### src/rtl/mod_addsub_seq.sv
// mod_addsub_seq: sequential modular add/subtract, (A+B) mod Q or (A-B) mod Q.
// One 3:2 CSA compression, then chunked carry/borrow resolution.
//
// Ports:
//   i_clk, i_rst_n            clock, async active-low reset
//   i_in_valid / o_in_ready   request handshake (ready only when idle)
//   i_op                      0 = add, 1 = subtract
//   i_a, i_b                  operands, WIDTH bits, expected < Q
//   o_out_valid / i_out_ready result handshake
//   o_result                  reduced result, WIDTH bits
//   o_done_cnt                completed transactions (saturating)
//
// Build option: define MODSEQ_PERF_EN to enable the o_done_cnt counter;
// without it o_done_cnt is tied to zero.

module mod_addsub_seq #(
  parameter int WIDTH = 255,
  parameter int CHUNK_W = 64,
  parameter logic [WIDTH-1:0] Q = {WIDTH{1'b1}} - WIDTH'(18)
) (
  input  logic             i_clk,
  input  logic             i_rst_n,
  input  logic             i_in_valid,
  output logic             o_in_ready,
  input  logic             i_op,
  input  logic [WIDTH-1:0] i_a,
  input  logic [WIDTH-1:0] i_b,
  output logic             o_out_valid,
  input  logic             i_out_ready,
  output logic [WIDTH-1:0] o_result,
  output logic [15:0]      o_done_cnt
);

  localparam int NCHUNK = (WIDTH + CHUNK_W) / CHUNK_W;
  localparam int PW = NCHUNK * CHUNK_W;
  localparam int CNT_W = (NCHUNK > 1) ? $clog2(NCHUNK) : 1;
  // position of bit WIDTH inside the most significant chunk
  localparam int LAST_MSB = WIDTH - (NCHUNK - 1) * CHUNK_W;

  localparam logic [CNT_W-1:0] LAST_CNT = CNT_W'(NCHUNK - 1);
  localparam logic [PW-1:0] Q_PAD = PW'(Q);
  localparam logic [CHUNK_W-1:0] TOP_MASK =
    {CHUNK_W{1'b1}} >> (CHUNK_W - 1 - LAST_MSB);
  localparam logic [CHUNK_W-1:0] TOP_BIT = CHUNK_W'(1) << LAST_MSB;

  typedef enum logic [1:0] {
    IDLE = 2'd0,
    CSA  = 2'd1,
    RES  = 2'd2,
    DONE = 2'd3
  } state_t;

  state_t state_q, state_d;

  logic [WIDTH-1:0] a_q, a_d;
  logic [WIDTH-1:0] b_q, b_d;
  logic             op_q, op_d;
  logic             cin_q, cin_d;

  logic [PW-1:0] sum_q, sum_d;
  logic [PW-1:0] cout_q, cout_d;
  logic [CNT_W-1:0] cnt_q, cnt_d;
  logic carry_q, carry_d;
  logic borrow_q, borrow_d;

  // X and X-Q are assembled LSB chunk first by shifting in from the top
  logic [PW-1:0] x_q, x_d;
  logic [PW-1:0] dif_q, dif_d;

  logic [WIDTH-1:0] res_q, res_d;
  logic             out_valid_q, out_valid_d;

  // carry-save compression of (A, B', C)
  logic [WIDTH-1:0] csa_c;
  logic [WIDTH-1:0] csa_s;
  logic [WIDTH-1:0] csa_m;

  assign csa_c = op_q ? Q : '0;
  assign csa_s = a_q ^ b_q ^ csa_c;
  assign csa_m = (a_q & b_q) | (a_q & csa_c) | (b_q & csa_c);

  // per-chunk resolution
  logic               last_chk;
  logic [CHUNK_W:0]   x_raw;
  logic [CHUNK_W-1:0] x_chk;
  logic [CHUNK_W-1:0] q_chk;
  logic [CHUNK_W:0]   d_raw;

  assign last_chk = (cnt_q == LAST_CNT);

  assign x_raw = {1'b0, sum_q[CHUNK_W-1:0]}
               + {1'b0, cout_q[CHUNK_W-1:0]}
               + {{CHUNK_W{1'b0}}, carry_q};

  always_comb begin
    q_chk = '0;
    for (int k = 0; k < NCHUNK; k++) begin
      if (cnt_q == CNT_W'(k)) begin
        q_chk = Q_PAD[k*CHUNK_W +: CHUNK_W];
      end
    end
  end

  // Top chunk: drop bits above WIDTH (mod 2^(WIDTH+1)) and, for
  // subtract, flip bit WIDTH to cancel the 2^WIDTH from ~B + 1.
  always_comb begin
    x_chk = x_raw[CHUNK_W-1:0];
    if (last_chk) begin
      x_chk = (x_chk & TOP_MASK) ^ (op_q ? TOP_BIT : '0);
    end
  end

  assign d_raw = {1'b0, x_chk}
               - {1'b0, q_chk}
               - {{CHUNK_W{1'b0}}, borrow_q};

  always_comb begin
    state_d     = state_q;
    a_d         = a_q;
    b_d         = b_q;
    op_d        = op_q;
    cin_d       = cin_q;
    sum_d       = sum_q;
    cout_d      = cout_q;
    cnt_d       = cnt_q;
    carry_d     = carry_q;
    borrow_d    = borrow_q;
    x_d         = x_q;
    dif_d       = dif_q;
    res_d       = res_q;
    out_valid_d = out_valid_q;

    unique case (state_q)
      IDLE: begin
        if (i_in_valid) begin
          a_d     = i_a;
          b_d     = i_op ? ~i_b : i_b;
          op_d    = i_op;
          cin_d   = i_op;
          state_d = CSA;
        end
      end
      CSA: begin
        sum_d              = '0;
        sum_d[WIDTH-1:0]   = csa_s;
        cout_d             = '0;
        cout_d[WIDTH:1]    = csa_m;
        carry_d            = cin_q;
        borrow_d           = 1'b0;
        cnt_d              = '0;
        state_d            = RES;
      end
      RES: begin
        sum_d    = sum_q >> CHUNK_W;
        cout_d   = cout_q >> CHUNK_W;
        carry_d  = x_raw[CHUNK_W];
        borrow_d = d_raw[CHUNK_W];
        x_d      = x_q >> CHUNK_W;
        x_d[PW-1 -: CHUNK_W]   = x_chk;
        dif_d    = dif_q >> CHUNK_W;
        dif_d[PW-1 -: CHUNK_W] = d_raw[CHUNK_W-1:0];
        cnt_d    = cnt_q + CNT_W'(1);
        if (last_chk) begin
          cnt_d   = '0;
          state_d = DONE;
        end
      end
      DONE: begin
        // first DONE cycle picks X or X-Q; result is then held
        if (!out_valid_q) begin
          res_d       = borrow_q ? x_q[WIDTH-1:0] : dif_q[WIDTH-1:0];
          out_valid_d = 1'b1;
        end else if (i_out_ready) begin
          out_valid_d = 1'b0;
          state_d     = IDLE;
        end
      end
      default: begin
        state_d = IDLE;
      end
    endcase
  end

  always_ff @(posedge i_clk or negedge i_rst_n) begin
    if (!i_rst_n) begin
      state_q     <= IDLE;
      a_q         <= '0;
      b_q         <= '0;
      op_q        <= 1'b0;
      cin_q       <= 1'b0;
      sum_q       <= '0;
      cout_q      <= '0;
      cnt_q       <= '0;
      carry_q     <= 1'b0;
      borrow_q    <= 1'b0;
      x_q         <= '0;
      dif_q       <= '0;
      res_q       <= '0;
      out_valid_q <= 1'b0;
    end else begin
      state_q     <= state_d;
      a_q         <= a_d;
      b_q         <= b_d;
      op_q        <= op_d;
      cin_q       <= cin_d;
      sum_q       <= sum_d;
      cout_q      <= cout_d;
      cnt_q       <= cnt_d;
      carry_q     <= carry_d;
      borrow_q    <= borrow_d;
      x_q         <= x_d;
      dif_q       <= dif_d;
      res_q       <= res_d;
      out_valid_q <= out_valid_d;
    end
  end

  assign o_in_ready  = (state_q == IDLE);
  assign o_out_valid = out_valid_q;
  assign o_result    = res_q;

`ifdef MODSEQ_PERF_EN
  logic        done_inc;
  logic [15:0] done_cnt_q, done_cnt_d;

  assign done_inc = (state_q == DONE) && out_valid_q && i_out_ready;

  always_comb begin
    done_cnt_d = done_cnt_q;
    if (done_inc && (done_cnt_q != 16'hFFFF)) begin
      done_cnt_d = done_cnt_q + 16'd1;
    end
  end

  always_ff @(posedge i_clk or negedge i_rst_n) begin
    if (!i_rst_n) begin
      done_cnt_q <= '0;
    end else begin
      done_cnt_q <= done_cnt_d;
    end
  end

  assign o_done_cnt = done_cnt_q;
`else
  assign o_done_cnt = '0;
`endif

endmodule

### config.mk
export PLATFORM = sky130hd
export DESIGN_NAME = mod_addsub_seq
export DESIGN_NICKNAME = d
export VERILOG_FILES = /design/src/rtl/mod_addsub_seq.sv
export SDC_FILE = /design/constraint.sdc
export NUM_CORES = 2
export LEC_CHECK = 0
export CORE_MARGIN = 1
export CORE_UTILIZATION = 53
export DETAILED_ROUTE_END_ITERATION = 16
export HOLD_SLACK_MARGIN = 0.05
export PLACE_DENSITY = 0.82
export SYNTH_ARGS = -nofsm -noshare
export SYNTH_HDL_FRONTEND = slang
export SYNTH_SLANG_ARGS = --single-unit
### constraint.sdc
create_clock -name i_clk -period 10 [get_ports i_clk]
set_input_delay 1.5 -clock i_clk [delete_from_list [all_inputs] [get_ports i_clk]]
set_output_delay 1.5 -clock i_clk [all_outputs]
set_load 0.02 [all_outputs]
Yosys cells after proc, flatten, opt, wreduce, memory -nomap -nowiden

Index checks and enable logic that the tools add are counted.

Flip-flop bits (word level): 1,797
Latch bits: 0
Memory bits (writable): 0
Memory bits (read-only): 0
Input port bits: 515
Output and inout bits: 273
Word-level logic and storage cells: 66
Memories: 0

Add/sub/neg operators: 5
Multiply operators: 0
Divide/modulo/power cells: 0
Magnitude comparators: 0
Equality and inequality tests: 10
Shifts and indexed selects: 0
Multiplexer cells: 22
Bitwise operators: 10
Reduce and logical (&&, ||, !) cells: 6

Operators with widths:

| operator                                      | count |
|---|---|
| one-hot mux 256 bit (2 select lines)          | 2 |
| AND 255 bit                                   | 3 |
| 2-to-1 mux 255 bit                            | 3 |
| OR 255 bit                                    | 2 |
| XOR 255 bit                                   | 2 |
| 2-to-1 mux 64 bit                             | 6 |
| inverter 255 bit                              | 1 |
| adder 64 x 64 -> 65 bit                       | 1 |
| adder 65 x 1 -> 65 bit                        | 1 |
| subtractor 64 x 64 -> 65 bit                  | 1 |
| subtractor 65 x 1 -> 65 bit                   | 1 |
| XOR 64 bit                                    | 1 |
| 2-to-1 mux 2 bit                              | 5 |
| == test 2 bit, second input constant          | 4 |
| != test 2 bit, second input constant          | 4 |
| one-hot mux 2 bit (4 select lines)            | 1 |
| == test 2 x 1 -> 1 bit, second input constant | 2 |
| zero test 2 bit                               | 2 |
| one-hot mux 1 bit (2 select lines)            | 2 |
| one-hot mux 2 bit (2 select lines)            | 1 |
| AND reduction 2 bit                           | 2 |
| AND reduction 4 bit                           | 1 |
| adder 2 x 1 -> 2 bit, second input constant   | 1 |
| 2-to-1 mux 1 bit                              | 2 |
| 2 further kinds                               | 2 |

Longest topological paths before layout

Word-level depth: 8
Mapped depth: 28
Depth with buffers taken out: 27

Worst setup path before layout

OpenSTA, ideal clock, no wires.

Kind: flip-flop to flip-flop
Start: register cin_q (netlist name)
End: register borrow_q
Setup time: 132 ps
Arrival: 9,398 ps
Data required time: 9,868 ps
Setup slack: 471 ps
Cell stages (with the launch flop): 11
Buffers on the path: 0
Clock period less this slack: 9,529 ps
Cell sequence: dfrtp_1 nand2_1 xnor2_1 xnor2_1 ha_1 inv_1 ha_1 inv_1 o31ai_1 xor2_1 o22ai_1

RTL lines:

| item                   | line | source |
|---|---|---|
| end signal: assignment | 210  | `borrow_q <= borrow_d;` |
| end: declaration       | 64   | `logic borrow_q, borrow_d;` |

Worst setup path after layout

Start: register cout_q[0]
End: register borrow_q

Cells in the longest elaborated chain, start to end: 7

RTL lines:

| item                                 | line | source |
|---|---|---|
| start: declaration                   | 61   | `logic [PW-1:0] cout_q, cout_d;` |
| start signal: assignment             | 207  | `cout_q <= cout_d;` |
| adder 64 x 64 -> 65 bit *            | 92   | `+ {1'b0, cout_q[CHUNK_W-1:0]}` |
| adder 65 x 1 -> 65 bit *             | 93   | `+ {{CHUNK_W{1'b0}}, carry_q};` |
| XOR 64 bit                           | 109  | `x_chk = (x_chk & TOP_MASK) ^ (op_q ? TOP_BIT : '0);` |
| 2-to-1 mux 64 bit *                  | 108  | `if (last_chk) begin` |
| subtractor 64 x 64 -> 65 bit *       | 114  | `- {1'b0, q_chk}` |
| subtractor 65 x 1 -> 65 bit *        | 115  | `- {{CHUNK_W{1'b0}}, borrow_q};` |
| one-hot mux 1 bit (2 select lines) * | 133  | `unique case (state_q)` |

Every way passes the cells marked *; elsewhere a longest branch is shown, timed or not.
A chain may end at the register's enable or synchronous reset.

==> summary.md <==
| Metric | Value |
|---|---|
| Sequential cell area | 44950 um2 |
| First-pass iteration count of the detailed router | 6 |
| Average wire per cell in the routed design | 22.41 um |
| Fillers | ~12000 |
| Antenna viol nets, final | 0 |
| I/O pin count | 788 |
| Tmin final | slightly above 7 ns |
| Most used cell, CP | o21ai_0 |
| R2R depth | 27 |
| Most area-consuming cells after synthesis | dfrtp_1 51%, mux2_2 9.0%, mux2i_1 7.3%, fa_1 5.9%, o21ai_0 3.7% |
| Resize count post-CTS | 0 |
| Share of the synthesized area in the top cell type | 0.5148 |
| Share of layout cells above drive strength 1 | 0.1450 |
| CTS tree | yes |
| Multi-input combinational cell area | between 30000 and 40000 um2 |
| Antenna violations before repair | 41 |
| Final hold vios | 0 |
| Total wire length | 233.4 mm |
| First-pass GRT wire length | roughly 360 mm |
| Outcome | finished, final reports clean |
| H-Tree Depth | 4 |
| Synthesized area per cell | 11.56 um2 |
| Number of synthesized flops with an enable pin | 0 |
| Global-route usage over all layers | 0.2808 |
| Worst Hold Class | flip-flop to flip-flop |
| RSZ-0062 raised after global routing | false |
| Seq cells post-synth | ~1800 |
| Bufs on Longest Clock Path | 3 |
| CP Launch Type | flip-flop |
| Total CTS buffers | 184 |
| Ratio of final minimum period to clock period | 0.7151 |
| Vias in the first global route | roughly 60000 |
| Synth Flop Type | dfrtp_1 |
| Die H | 407.9 um |
| Leading area contributor after synthesis | dfrtp_1 |
| Largest net degree at the start of global routing | about 270 |
| Starting Density | 0.5351 |
| Via count | approximately 59000 |
| Clk slew on worst S/H paths | 0.06 ns |
| Netlist cell types | between 70 and 80 |
| Slew headroom | 0.2087 |
| Synth Cell Area | a little under 90000 um2 |
| Sink Count | 1796 |
| Setup Skew | 0.04921 ns |
| Root buf cell | clkbuf_16 |
| Crit path capture type | flip-flop |
| Setup TNS | 0 ns |
| Cells after synthesis | ~7600 |
| DRC viols | 0 |
| Worst path slowest cell | o41ai_1 |
| Crit Path Max Fanout | 6 |
| Ys async rst share | 1.000 |
| Req. time, crit path | 10.65 ns |
| Final nets | between 9000 and 10000 |
| Hold depth | 2 |
| Critical Path AT | around 7.8 ns |
| CTS Hold Bufs | 0 |
| Fin. max-slew vios | 0 |
| Grt total ovfl | 0 |
| Latest clock arrival within the worst-skew pair | between 0.8 and 0.9 ns |
| Crit Path Category | flip-flop to flip-flop |
| Chip Width | about 410 um |
| Vias/cell | 5.698 |
| Post-CTS setup buffers | 0 |
| WHS | 0.4741 ns |
| F_max | about 140 MHz |
| GPL Wtd Cong | between 0.9 and 1 |
| Layout area overhead | 17.76% |
| Starting DRT DRC Count | between 5000 and 6000 |
| Slowest stage delay, CP | between 0.7 and 0.8 ns |
| Total die area | 166300 um2 |
| DP HPWL | 166.4 mm |
| Worst-Margin Slew | ~1.2 ns |
| # rows | 148 |
| PortBufs | 771 |
| MaxCap Viol Count | 0 |
| Core area | 163100 um2 |
| Final setup viols | 0 |
| Register area share after synthesis | 0.5148 |
| Yosys warnings | 0 |
-- registers in the layout (all words and copies together) (netlist names), 2 cells and up --
register	count
b_q	255
a_q	255
cout_q	256
state_q	2
cnt_q	2
o_result	255
sum_q	255
dif_q	256
x_q	256
-- worst paths after layout --
check | start | end | slack (ns)
worst min-delay path | o_result[7] | o_result[7] | 0.47
max in group asynchronous | i_rst_n | sum_q[83] | 6.84
min in group asynchronous | i_rst_n | a_q[213] | 0.66
worst max register to register | cout_q[0] | borrow_q | 2.85
worst min register to register | o_result[7] | o_result[7] | 0.47
worst max-delay path | cout_q[0] | borrow_q | 2.85
-- logic make-up (layout without fill, tap and decap cells) --
| group | count (synthesis) | count (layout) | share of synthesized area |
|---|---|---|---|
| multiplexers | 1335 | 1335 | 0.1630 |
| buffers and inverters | 664 | 1326 | 0.02929 |
| XOR/XNOR | 378 | 378 | 0.03792 |
| adder cells (fa/ha/maj) | 452 | 452 | 0.08688 |
| flip-flops | 1796 | 1796 | 0.5148 |
| other | 1 | 29 | 0.00004295 |
| AO/OA/AOI/OAI | 1533 | 1533 | 0.1006 |
| AND/OR/NAND/NOR | 1393 | 1393 | 0.06743 |
-- placed cells by master, fill, tap and decap left out, types with 23 or more instances in the layout --
| cell type | instances |
|---|---|
| ha_1 | 193 |
| dfrtp_1 | 1794 |
| buf_4 | 35 |
| clkbuf_1 | 42 |
| mux2_2 | 696 |
| a21o_1 | 85 |
| o21ai_0 | 644 |
| clkdlybuf4s50_1 | 769 |
| inv_1 | 170 |
| nor2_1 | 454 |
| nor2b_1 | 141 |
| fa_1 | 257 |
| nand3_1 | 27 |
| clkbuf_16 | 187 |
| o21bai_1 | 24 |
| clkinv_2 | 23 |
| nand4_1 | 32 |
| a31o_2 | 132 |
| a21oi_1 | 536 |
| xnor2_1 | 326 |
| nand2_1 | 669 |
| clkbuf_8 | 43 |
| xor2_1 | 52 |
| mux2i_1 | 639 |
-- cell usage after synthesis (all sizes together) (7+ instances only) --
| cell | n |
|---|---|
| nand2b | 9 |
| a31oi | 19 |
| nor2b | 141 |
| o21bai | 24 |
| a211oi | 9 |
| mux2 | 696 |
| nor4 | 7 |
| inv | 171 |
| fa | 257 |
| clkbuf | 418 |
| nand3 | 27 |
| a31o | 132 |
| buf | 75 |
| ha | 195 |
| nor2 | 454 |
| a21oi | 537 |
| a21o | 85 |
| xor2 | 52 |
| a221oi | 7 |
| dfrtp | 1796 |
| mux2i | 639 |
| and3 | 11 |
| nor3 | 12 |
| o21ai | 648 |
| o21a | 13 |
| nand2 | 671 |
| nand4 | 33 |
| o31ai | 7 |
| xnor2 | 326 |
| o211ai | 9 |
-- critical path: cells and delay by family (launching register included) --
family,cells,cell delay [ns]
flip-flops,1,0.38
buffers and inverters,2,0.10
adder cells (fa/ha/maj),4,1.28
AND/OR/NAND/NOR,6,1.28
AO/OA/AOI/OAI,13,3.58
XOR/XNOR,2,0.36
-- cell type report --
type | count | area share
diodes | 13 | 0.0003164
clock buffers | 272 | 0.05281
clock inverters | 58 | 0.007229
inverters | 171 | 0.006316
multi-input cells | 5107 | 0.3881
flip-flops and latches | 1796 | 0.4372
well taps | 2175 | 0.02647
repair buffers | 825 | 0.08154
-- stage by stage --
stage | utilization | setup WS, ns | instance area, um2 | cells
3_3_place_gp | 0.5921 | 2.942 | 96600 | 10074
5_1_grt | 0.6301 | 2.282 | 102800 | 10410
3_5_place_dp | 0.5921 | 2.933 | 96600 | 10074
2_1_floorplan | - | 0.4706 | 87360 | 7567
4_1_cts | 0.6300 | 2.861 | 102800 | 10404
6_report | 0.6302 | 2.849 | 102800 | 10417
-- layer usage --
layer,routed length (um),vias to the layer above,global-route usage,part of all wire
met4,6927,34,0.08841,0.030
met1,106000,30051,0.4153,0.45
li1,-,27088,-,-
met2,105600,1841,0.4233,0.45
met5,219,-,0,0.00094
met3,14690,340,0.04816,0.063
Power is not shown: default switching activity piles up to over one toggle a cycle in this logic, so the estimate is an artifact.
